[config.mk]
export PLATFORM = sky130hd
export DESIGN_NAME = dht11_env_monitor
export DESIGN_NICKNAME = d
export VERILOG_FILES = /design/src/rtl/dht11_env_monitor.sv
export SDC_FILE = /design/constraint.sdc
export NUM_CORES = 1
export LEC_CHECK = 0
export ABC_AREA = 1
export ABC_CLOCK_PERIOD_IN_PS = 4950
export CAP_MARGIN = 40
export CORE_AREA = 2 2 183 185
export DETAILED_ROUTE_END_ITERATION = 10
export DIE_AREA = 0 0 185 187
export PLACE_DENSITY = 0.5
export SYNTH_ARGS = -nofsm -noshare
export SYNTH_HDL_FRONTEND = slang
export SYNTH_SLANG_ARGS = --single-unit
[constraint.sdc]
create_clock -name i_clk -period 4.95 [get_ports i_clk]
set_input_delay 1.485 -clock i_clk [delete_from_list [all_inputs] [get_ports i_clk]]
set_output_delay 1.485 -clock i_clk [all_outputs]
set_load 0.02 [all_outputs]
[src/rtl/dht11_env_monitor.sv]
// dht11_env_monitor: moving-average filter over DHT11 readings with hysteretic
// temperature/humidity alarm bands, plausibility rejection and stale-sensor detection.
module dht11_env_monitor #(
    parameter int AVG_LOG2     = 2,
    parameter int TEMP_HI      = 30,
    parameter int TEMP_LO      = 18,
    parameter int HUM_HI       = 70,
    parameter int HUM_LO       = 30,
    parameter int HYST         = 2,
    parameter int STALE_CYCLES = 100000000
) (
    input  logic        i_clk,
    input  logic        i_rst_n,
    input  logic [15:0] i_data_in,
    input  logic        i_valid,
    output logic [7:0]  o_temp_avg,
    output logic [7:0]  o_hum_avg,
    output logic        o_avg_valid,
    output logic [1:0]  o_temp_state,
    output logic [1:0]  o_hum_state,
    output logic        o_stale,
    output logic [7:0]  o_reject_cnt,
    output logic        o_alert
);
    localparam int N  = 1 << AVG_LOG2;
    localparam int SW = 8 + AVG_LOG2;
    localparam int CW = $clog2(STALE_CYCLES + 1);
    localparam logic [7:0] T_HI   = 8'(TEMP_HI);
    localparam logic [7:0] T_LO   = 8'(TEMP_LO);
    localparam logic [7:0] T_HI_X = 8'(TEMP_HI - HYST);
    localparam logic [7:0] T_LO_X = 8'(TEMP_LO + HYST);
    localparam logic [7:0] H_HI   = 8'(HUM_HI);
    localparam logic [7:0] H_LO   = 8'(HUM_LO);
    localparam logic [7:0] H_HI_X = 8'(HUM_HI - HYST);
    localparam logic [7:0] H_LO_X = 8'(HUM_LO + HYST);

    typedef enum logic [1:0] {WARMUP, RUN, STALE} state_t;

    state_t              r_state, w_next;
    logic [7:0]          r_tbuf [N];
    logic [7:0]          r_hbuf [N];
    logic [AVG_LOG2-1:0] r_wptr;
    logic [SW-1:0]       r_tsum, r_hsum, w_tsum, w_hsum;
    logic [CW-1:0]       r_cnt;
    logic [7:0]          r_tavg, r_havg, r_reject, w_tavg, w_havg;
    logic [1:0]          r_tstate, r_hstate;
    logic                r_avg_valid, w_ok, w_take, w_upd, w_hit;

    // 10 = high alarm, 01 = low alarm; leaving an alarm needs HYST margin
    function automatic logic [1:0] f_band(input logic [1:0] cur, input logic [7:0] avg,
                                          input logic [7:0] hi, lo, hi_x, lo_x);
        if (cur == 2'b10) return (avg <= lo) ? 2'b01 : (avg <= hi_x) ? 2'b00 : 2'b10;
        if (cur == 2'b01) return (avg >= hi) ? 2'b10 : (avg >= lo_x) ? 2'b00 : 2'b01;
        return (avg >= hi) ? 2'b10 : (avg <= lo) ? 2'b01 : 2'b00;
    endfunction

    always_ff @(posedge i_clk or negedge i_rst_n) begin
        if (!i_rst_n) r_state <= WARMUP;
        else          r_state <= w_next;
    end

    always_comb begin
        w_ok   = (i_data_in[15:8] <= 8'd100) && (i_data_in[7:0] <= 8'd60);
        w_take = i_valid && w_ok;
        w_upd  = w_take && (r_state == RUN || r_wptr == '1);
        w_hit  = !i_valid && r_state != STALE && r_cnt == CW'(STALE_CYCLES - 1);
        w_tsum = r_tsum + SW'(i_data_in[7:0]) - SW'(r_tbuf[r_wptr]);
        w_hsum = r_hsum + SW'(i_data_in[15:8]) - SW'(r_hbuf[r_wptr]);
        w_tavg = w_tsum[AVG_LOG2 +: 8];
        w_havg = w_hsum[AVG_LOG2 +: 8];
        w_next = w_hit ? STALE :
                 (r_state == STALE) ? (i_valid ? (w_upd ? RUN : WARMUP) : STALE) :
                 w_upd ? RUN : r_state;
    end

    always_ff @(posedge i_clk or negedge i_rst_n) begin
        if (!i_rst_n) begin
            for (int i = 0; i < N; i++) begin
                r_tbuf[i] <= '0;
                r_hbuf[i] <= '0;
            end
            r_wptr      <= '0;
            r_tsum      <= '0;
            r_hsum      <= '0;
            r_cnt       <= '0;
            r_tavg      <= '0;
            r_havg      <= '0;
            r_tstate    <= 2'b00;
            r_hstate    <= 2'b00;
            r_reject    <= '0;
            r_avg_valid <= 1'b0;
        end else begin
            r_avg_valid <= w_upd;
            r_cnt       <= (i_valid || w_hit) ? '0 : (r_state == STALE) ? r_cnt : r_cnt + 1'b1;
            if (i_valid && !w_ok && r_reject != 8'hFF) r_reject <= r_reject + 1'b1;
            if (w_hit) begin
                for (int i = 0; i < N; i++) begin
                    r_tbuf[i] <= '0;
                    r_hbuf[i] <= '0;
                end
                r_wptr <= '0;
                r_tsum <= '0;
                r_hsum <= '0;
            end else if (w_take) begin
                r_tbuf[r_wptr] <= i_data_in[7:0];
                r_hbuf[r_wptr] <= i_data_in[15:8];
                r_wptr         <= r_wptr + 1'b1;
                r_tsum         <= w_tsum;
                r_hsum         <= w_hsum;
            end
            if (w_upd) begin
                r_tavg   <= w_tavg;
                r_havg   <= w_havg;
                r_tstate <= f_band(r_tstate, w_tavg, T_HI, T_LO, T_HI_X, T_LO_X);
                r_hstate <= f_band(r_hstate, w_havg, H_HI, H_LO, H_HI_X, H_LO_X);
            end
        end
    end

    assign o_temp_avg   = r_tavg;
    assign o_hum_avg    = r_havg;
    assign o_avg_valid  = r_avg_valid;
    assign o_temp_state = r_tstate;
    assign o_hum_state  = r_hstate;
    assign o_stale      = (r_state == STALE);
    assign o_reject_cnt = r_reject;
    assign o_alert      = (r_tstate != 2'b00) || (r_hstate != 2'b00) || o_stale;
endmodule

Word level (Yosys, flattened, before mapping)
Cells that the tools add are included.

Output and inout port bits: 31. Bits of input ports: 19. Register bits: 144. Logic and storage cells: 125.

Reduce and logical (&&, ||, !) cells: 18. Order comparisons: 12. Bitwise operators: 1. Eq/ne operators: 11. Add/subtract/negate cells: 7. Mux-type cells: 57.

Operators by type and width (number): 32-bit 2-to-1 mux (4); 32-bit bitwise mux (2); 27-bit 2-to-1 mux (2); 2-bit 2-to-1 mux (22); 10-bit 2-to-1 mux (4); 8-bit 2-to-1 mux (5); 8-bit binary-select mux with 2-bit select (2); 27-bit by 1-bit adder with 27-bit output (second input constant) (1); 27-bit == test (second input constant) (1); 8-bit by 5-bit <= comparator with 1-bit output (second input constant) (3); 10-bit by 8-bit adder with 10-bit output (2); 10-bit by 8-bit subtractor with 10-bit output (2); 8-bit demux with 2-bit select (1); 8-bit by 5-bit >= comparator with 1-bit output (second input constant) (2); 8-bit by 7-bit <= comparator with 1-bit output (second input constant) (2); 1-bit 2-to-1 mux (15); 8-bit by 1-bit adder with 8-bit output (second input constant) (1); 2-bit == test (second input constant) (4); 8-bit by 6-bit >= comparator with 1-bit output (second input constant) (1); 8-bit by 7-bit >= comparator with 1-bit output (second input constant) (1); 8-bit by 6-bit <= comparator with 1-bit output (second input constant) (1); 1-bit logical AND (8); 8-bit != test (second input constant) (1); 2-bit by 1-bit == test with 1-bit output (second input constant) (3); other kinds (9) (16).

Depth between registers and ports, before layout
Word-level depth: 12. Depth in mapped cells: 21. Mapped depth without buffers: 20.

Least setup slack after synthesis
OpenSTA, ideal clock, no wires.

Path type: input -> register. From: input port i_data_in[9]. To: register r_hstate[0], in the netlist o_hum_state[0]. Path buffers: 0. Path slack: 1267 ps. Stages on the path: 14. Library setup time: 117 ps. Data arrival time: 3567 ps. Required time: 4833 ps. Cells stage by stage: inv_1 fa_1 inv_1 fa_1 nand3_1 nand3_1 xnor2_1 or2_2 nor2_1 nand3_1 nand3_1 nand2_1 nand2_1 nand2_1.

Longest elaborated chain between the ends: 8. Elaborated cells on any way between the ends: 18. Those cells by class: add/sub (2); order compare (4); mux (9); reduce/logical (3).

Ends and longest elaborated chain: start: declaration (line 14) `input logic [15:0] i_data_in,`; 10-bit by 8-bit adder with 10-bit output (line 68) `w_hsum = r_hsum + SW'(i_data_in[15:8]) - SW'(r_hbuf[r_wptr]);`; 10-bit by 8-bit subtractor with 10-bit output (line 68); 8-bit by 5-bit <= comparator with 1-bit output or 8-bit by 6-bit >= comparator with 1-bit output (tied branches) (line 52, 54, 53); 2-bit 2-to-1 mux or 1-bit 2-to-1 mux (tied branches) (line 52, 53); 2-bit 2-to-1 mux (on tied branches) (line 52, 53); 2-bit 2-to-1 mux (line 53) `if (cur == 2'b01) return (avg >= hi) ? 2'b10 : (avg >= lo_x) ? 2'b00 : 2'b01;`; 2-bit 2-to-1 mux (line 54) `return (avg >= hi) ? 2'b10 : (avg <= lo) ? 2'b01 : 2'b00;`; 2-bit 2-to-1 mux (line 53); end signal: assignment (line 115) `r_hstate <= f_band(r_hstate, w_havg, H_HI, H_LO, H_HI_X, H_LO_X);`; end: declaration (line 46) `logic [1:0] r_tstate, r_hstate;`.

Several ways; a longest one is shown, not always the timed one. The select of a mux whose other input is x is not followed. A chain may end at the register's enable or synchronous reset.

Worst setup path in the final report
From: input port i_data_in[5]. To: register r_tstate[1], in the netlist o_temp_state[1].

Longest elaborated chain between the ends: 9. Elaborated cells on any way between the ends: 17. Those cells by class: add/sub (2); order compare (4); mux (8); reduce/logical (3).

Ends and longest elaborated chain: 10-bit by 8-bit adder with 10-bit output (line 67) `w_tsum = r_tsum + SW'(i_data_in[7:0]) - SW'(r_tbuf[r_wptr]);`; 10-bit by 8-bit subtractor with 10-bit output (line 67); 8-bit by 5-bit <= comparator with 1-bit output (line 52) `if (cur == 2'b10) return (avg <= lo) ? 2'b01 : (avg <= hi_x) ? 2'b00 : 2'b10;`; 2-bit 2-to-1 mux (3 in a row) (line 52); 2-bit 2-to-1 mux (line 53); 2-bit 2-to-1 mux (line 54); 2-bit 2-to-1 mux (line 53); end signal: assignment (line 114) `r_tstate <= f_band(r_tstate, w_tavg, T_HI, T_LO, T_HI_X, T_LO_X);`; end: declaration (line 46).

Several ways; a longest one is shown, not always the timed one. The select of a mux whose other input is x is not followed.

==> impl_results.md <==
* Y dimension of the die at 187 um
* CTS tree: yes
* Prevailing post-synth register cell: sky130_fd_sc_hd__dfrtp_1
* Run status: finished clean
* Worst hold slack at 0.475 ns
* Relative slew margins at 46.3%
* Area of the die at 0.0346 sq mm
* EDFF count, synth at 0
* Met3 capacity usage during global routing at 2.75%
* Final-report hold violation count at 0
* Startpoint type of the worst setup path: primary input
* Leakage power summed over all cells at 4.70 nW
* Clock tree root buffer cell: sky130_fd_sc_hd__clkbuf_16
* Placed cells at 1479
* Wire length of the first global-routing pass at 36.0 mm
* Number of buffers created by CTS at 17
* Data required time of the worst path at 5.28 ns
* CTS H-Tree Depth at 4
* Area growth syn-to-layout at 20.2%
* Clock tree buffer depth at 2
* Avg WL per Cell at 13.9 um
* Async S/R FF share, synth at 100%
* Overflow left after global routing at 0
* Number of global-route vias before repair at 6866
* Library cell appearing most often on the critical path: sky130_fd_sc_hd__nor2_1
* Number of buffers inserted to repair setup after CTS at 0
* Post-synthesis average cell area at 8.05 sq um
* Sinks on the clock net at 144
* Total wire length after detailed routing at 20.9 mm
* Global-route met2 utilization at 22.0%
* Clock insertion delay at the later pin of the skew report at 0.44 ns
* Total inserted antenna cells at 0
* Initial core utilization at 24.6%
* Final min period at 3.96 ns
* Arr. time, crit path at 4.30 ns
* Final weighted congestion in routability-driven placement at 0.829
* Final standard cell count with taps included and fillers excluded at 1511
* Area of the core at 0.0329 sq mm
* Overall via count from detail_route at 6741
* Power Total at 7.29 mW
* Post-synthesis sequential area ratio at 44.5%
* CP max FO at 6
* Routing usage on met1 at 16.9%
* Crit-path max cell delay at 0.55 ns
* Fin crit share at 80.1%
* Area of the mapped netlist at 0.00810 sq mm
* Clock transition at the registers of the reported paths at 0.07 ns
* Number of top-level design ports at 50
* Post-synthesis cell type with the largest combined area: sky130_fd_sc_hd__dfrtp_1
* Master of the slowest instance on the critical path: sky130_fd_sc_hd__fa_1
* Total placed instance area at 0.00913 sq mm
* Setup TNS after final layout at 0 ns
* Post-synthesis instance total at 1006
* Drt first-iter violations at 523
* Post-route DRC at 0
* Buffers plus inverters on the worst setup path at 3
* Pin count of the biggest net entering global routing at 59
* Number of endpoints failing setup at the final stage at 0
* Layout Cell Area excl Fill at 0.00974 sq mm
* Highest Clock Rate at 252 MHz
* Maximum VDD drop at 0.314 mV
* Total Nets Final at 1111
* Slew at the pin closest to its max-slew limit at 0.804 ns
* Share of post-route cells with drive strength above 1 at 6.68%
* Number of gates resized after cts at 0
* Total track usage at 13.1%
* Worst setup margin at 0.985 ns
* Classification of the worst-slack hold path: register to register
* Crit path depth at 15
* Unrepaired setup endpoints after global routing: no
* Routing layer with the top usage in global route: met2
* Die span in x at 185 um
* Worst slack after detailed placement at 0.495 ns
* Number of distinct library cells after synthesis at 39
* Yosys Warn Count at 0
* Critical path class: primary input to register
* Via density per instance at 4.46
* Post-Route Utilization at 29.6%
* Clock skew after layout at 0.0121 ns
* Number of flip-flops and latches in the synthesized netlist at 144
* Chain of cells forming the critical path: clkdlybuf4s50_1 > inv_1 > fa_1 > inv_1 > ha_1 > a21oi_1 > nor2_1 > nor2_1 > nand3b_1 > nand2_1 > nand4_1 > nand2_1 > nand2_1 > nor2_1 > nor2_1
* Number of hold buffers added after CTS at 0
* Initial antenna violation count at 0
* Routed Antenna Nets at 0
* Final Max Slew Viols at 0
* Floorplan row count at 67
* Reg2reg path depth at 17
* Total power per unit cell area at 749 mW/mm^2
* Depth of the worst hold-timing path at 2
* Cell class contributing the biggest share of worst-path delay: adder cells
* Dpl hpwl at 14.7 mm
* IO Port Bufs at 49
* Synth Net Count at 1067
* Top cells by area, synth: sky130_fd_sc_hd__dfrtp_1, sky130_fd_sc_hd__o21ai_0, sky130_fd_sc_hd__nand2_1
* Synth top area share at 44.5%
* First-pass iteration count of the detailed router at 5
* Worst Setup End Kind: register
* Number of max-cap violations at 0
[per-layer routing]
layer	vias up	share of wire [%]
li1	3385	-
met1	3225	47
met2	109	48
met3	22	3.1
met4	0	1.9
met5	-	0
[sequential cells by signal, indices dropped and copies added (netlist names)]
signal        cells
o_avg_valid       1
r_cnt            27
r_wptr            2
r_tsum           10
o_temp_avg        8
o_hum_state       2
r_hsum           10
r_hbuf           32
o_temp_state      2
r_state           2
o_hum_avg         8
r_tbuf           32
o_reject_cnt      8
[cells in the mapped netlist, types with 3 or more instances]
cell and n:
sky130_fd_sc_hd__a21oi_1 32, sky130_fd_sc_hd__clkbuf_1 27, sky130_fd_sc_hd__nand2_2 7, sky130_fd_sc_hd__xnor2_1 7, sky130_fd_sc_hd__inv_1 148, sky130_fd_sc_hd__o22ai_1 14, sky130_fd_sc_hd__nand2_1 155, sky130_fd_sc_hd__xor2_1 14
sky130_fd_sc_hd__ha_1 26, sky130_fd_sc_hd__fa_1 16, sky130_fd_sc_hd__o21ai_1 4, sky130_fd_sc_hd__nand2_4 4, sky130_fd_sc_hd__nand3b_1 5, sky130_fd_sc_hd__nor3_1 15, sky130_fd_sc_hd__o31ai_1 6, sky130_fd_sc_hd__a31oi_1 3
sky130_fd_sc_hd__o21ai_0 119, sky130_fd_sc_hd__nand3_1 112, sky130_fd_sc_hd__buf_1 4, sky130_fd_sc_hd__nand4_1 18, sky130_fd_sc_hd__inv_2 7, sky130_fd_sc_hd__nor2_4 4, sky130_fd_sc_hd__dfrtp_1 144, sky130_fd_sc_hd__nor2_1 89
sky130_fd_sc_hd__nor3b_1 6
[final cells by class]
type | count | area (sq um)
clock buffers | 17 | 425
clock inverters | 15 | 185
fillers | 3573 | 23100
inverters | 155 | 582
multi-input cells | 674 | 3790
flip-flops and latches | 144 | 3600
well taps | 448 | 561
repair buffers | 58 | 592
[worst paths after layout]
kind | startpoint | slack [ns] | end
max in group asynchronous | i_rst_n | 3.33 | o_reject_cnt[4]
worst max register to register | r_wptr[0] | 1.27 | o_temp_state[1]
worst max-delay path | i_data_in[5] | 0.99 | o_temp_state[1]
min in group asynchronous | i_rst_n | 0.98 | r_tbuf[25]
worst min register to register | o_hum_avg[4] | 0.47 | o_hum_avg[4]
worst min-delay path | o_hum_avg[4] | 0.47 | o_hum_avg[4]
[power by group]
part           total [mW]  internal [mW]  switching [mW]
Sequential           1.75           1.54           0.210
Combinational        4.18           1.47            2.71
Clock                1.36          0.770           0.589
Total                7.29           3.78            3.51
[placed cells by master (no fill, tap or decap), types with 15 or more instances in the layout]
cell type / netlist / layout
sky130_fd_sc_hd__nand3_1: 112 / 112
sky130_fd_sc_hd__nor3_1: 15 / 15
sky130_fd_sc_hd__clkdlybuf4s50_1: 0 / 48
sky130_fd_sc_hd__dfrtp_1: 144 / 144
sky130_fd_sc_hd__o21ai_0: 119 / 119
sky130_fd_sc_hd__nand2_1: 155 / 154
sky130_fd_sc_hd__fa_1: 16 / 16
sky130_fd_sc_hd__a21oi_1: 32 / 32
sky130_fd_sc_hd__nor2_1: 89 / 89
sky130_fd_sc_hd__ha_1: 26 / 26
sky130_fd_sc_hd__nand4_1: 18 / 18
sky130_fd_sc_hd__inv_1: 148 / 148
sky130_fd_sc_hd__clkbuf_16: 0 / 17
[logic make-up after synthesis]
kind of cell | count (synthesis) | synth area share [%]
simple gates | 423 | 24.1
buf+inv | 188 | 8.75
compound gates | 187 | 12.3
flops | 144 | 44.5
fa+ha+maj | 42 | 7.97
xor+xnor | 21 | 2.27
mux | 1 | 0.139
[tightest hold or removal path, cell delays in order, from the launching register on]
cell and delay (ns):
sky130_fd_sc_hd__dfrtp_1 0.35, sky130_fd_sc_hd__nand2_1 0.05, sky130_fd_sc_hd__nand2_1 0.05
No activity file was read; power rests on OpenSTA's default activity.
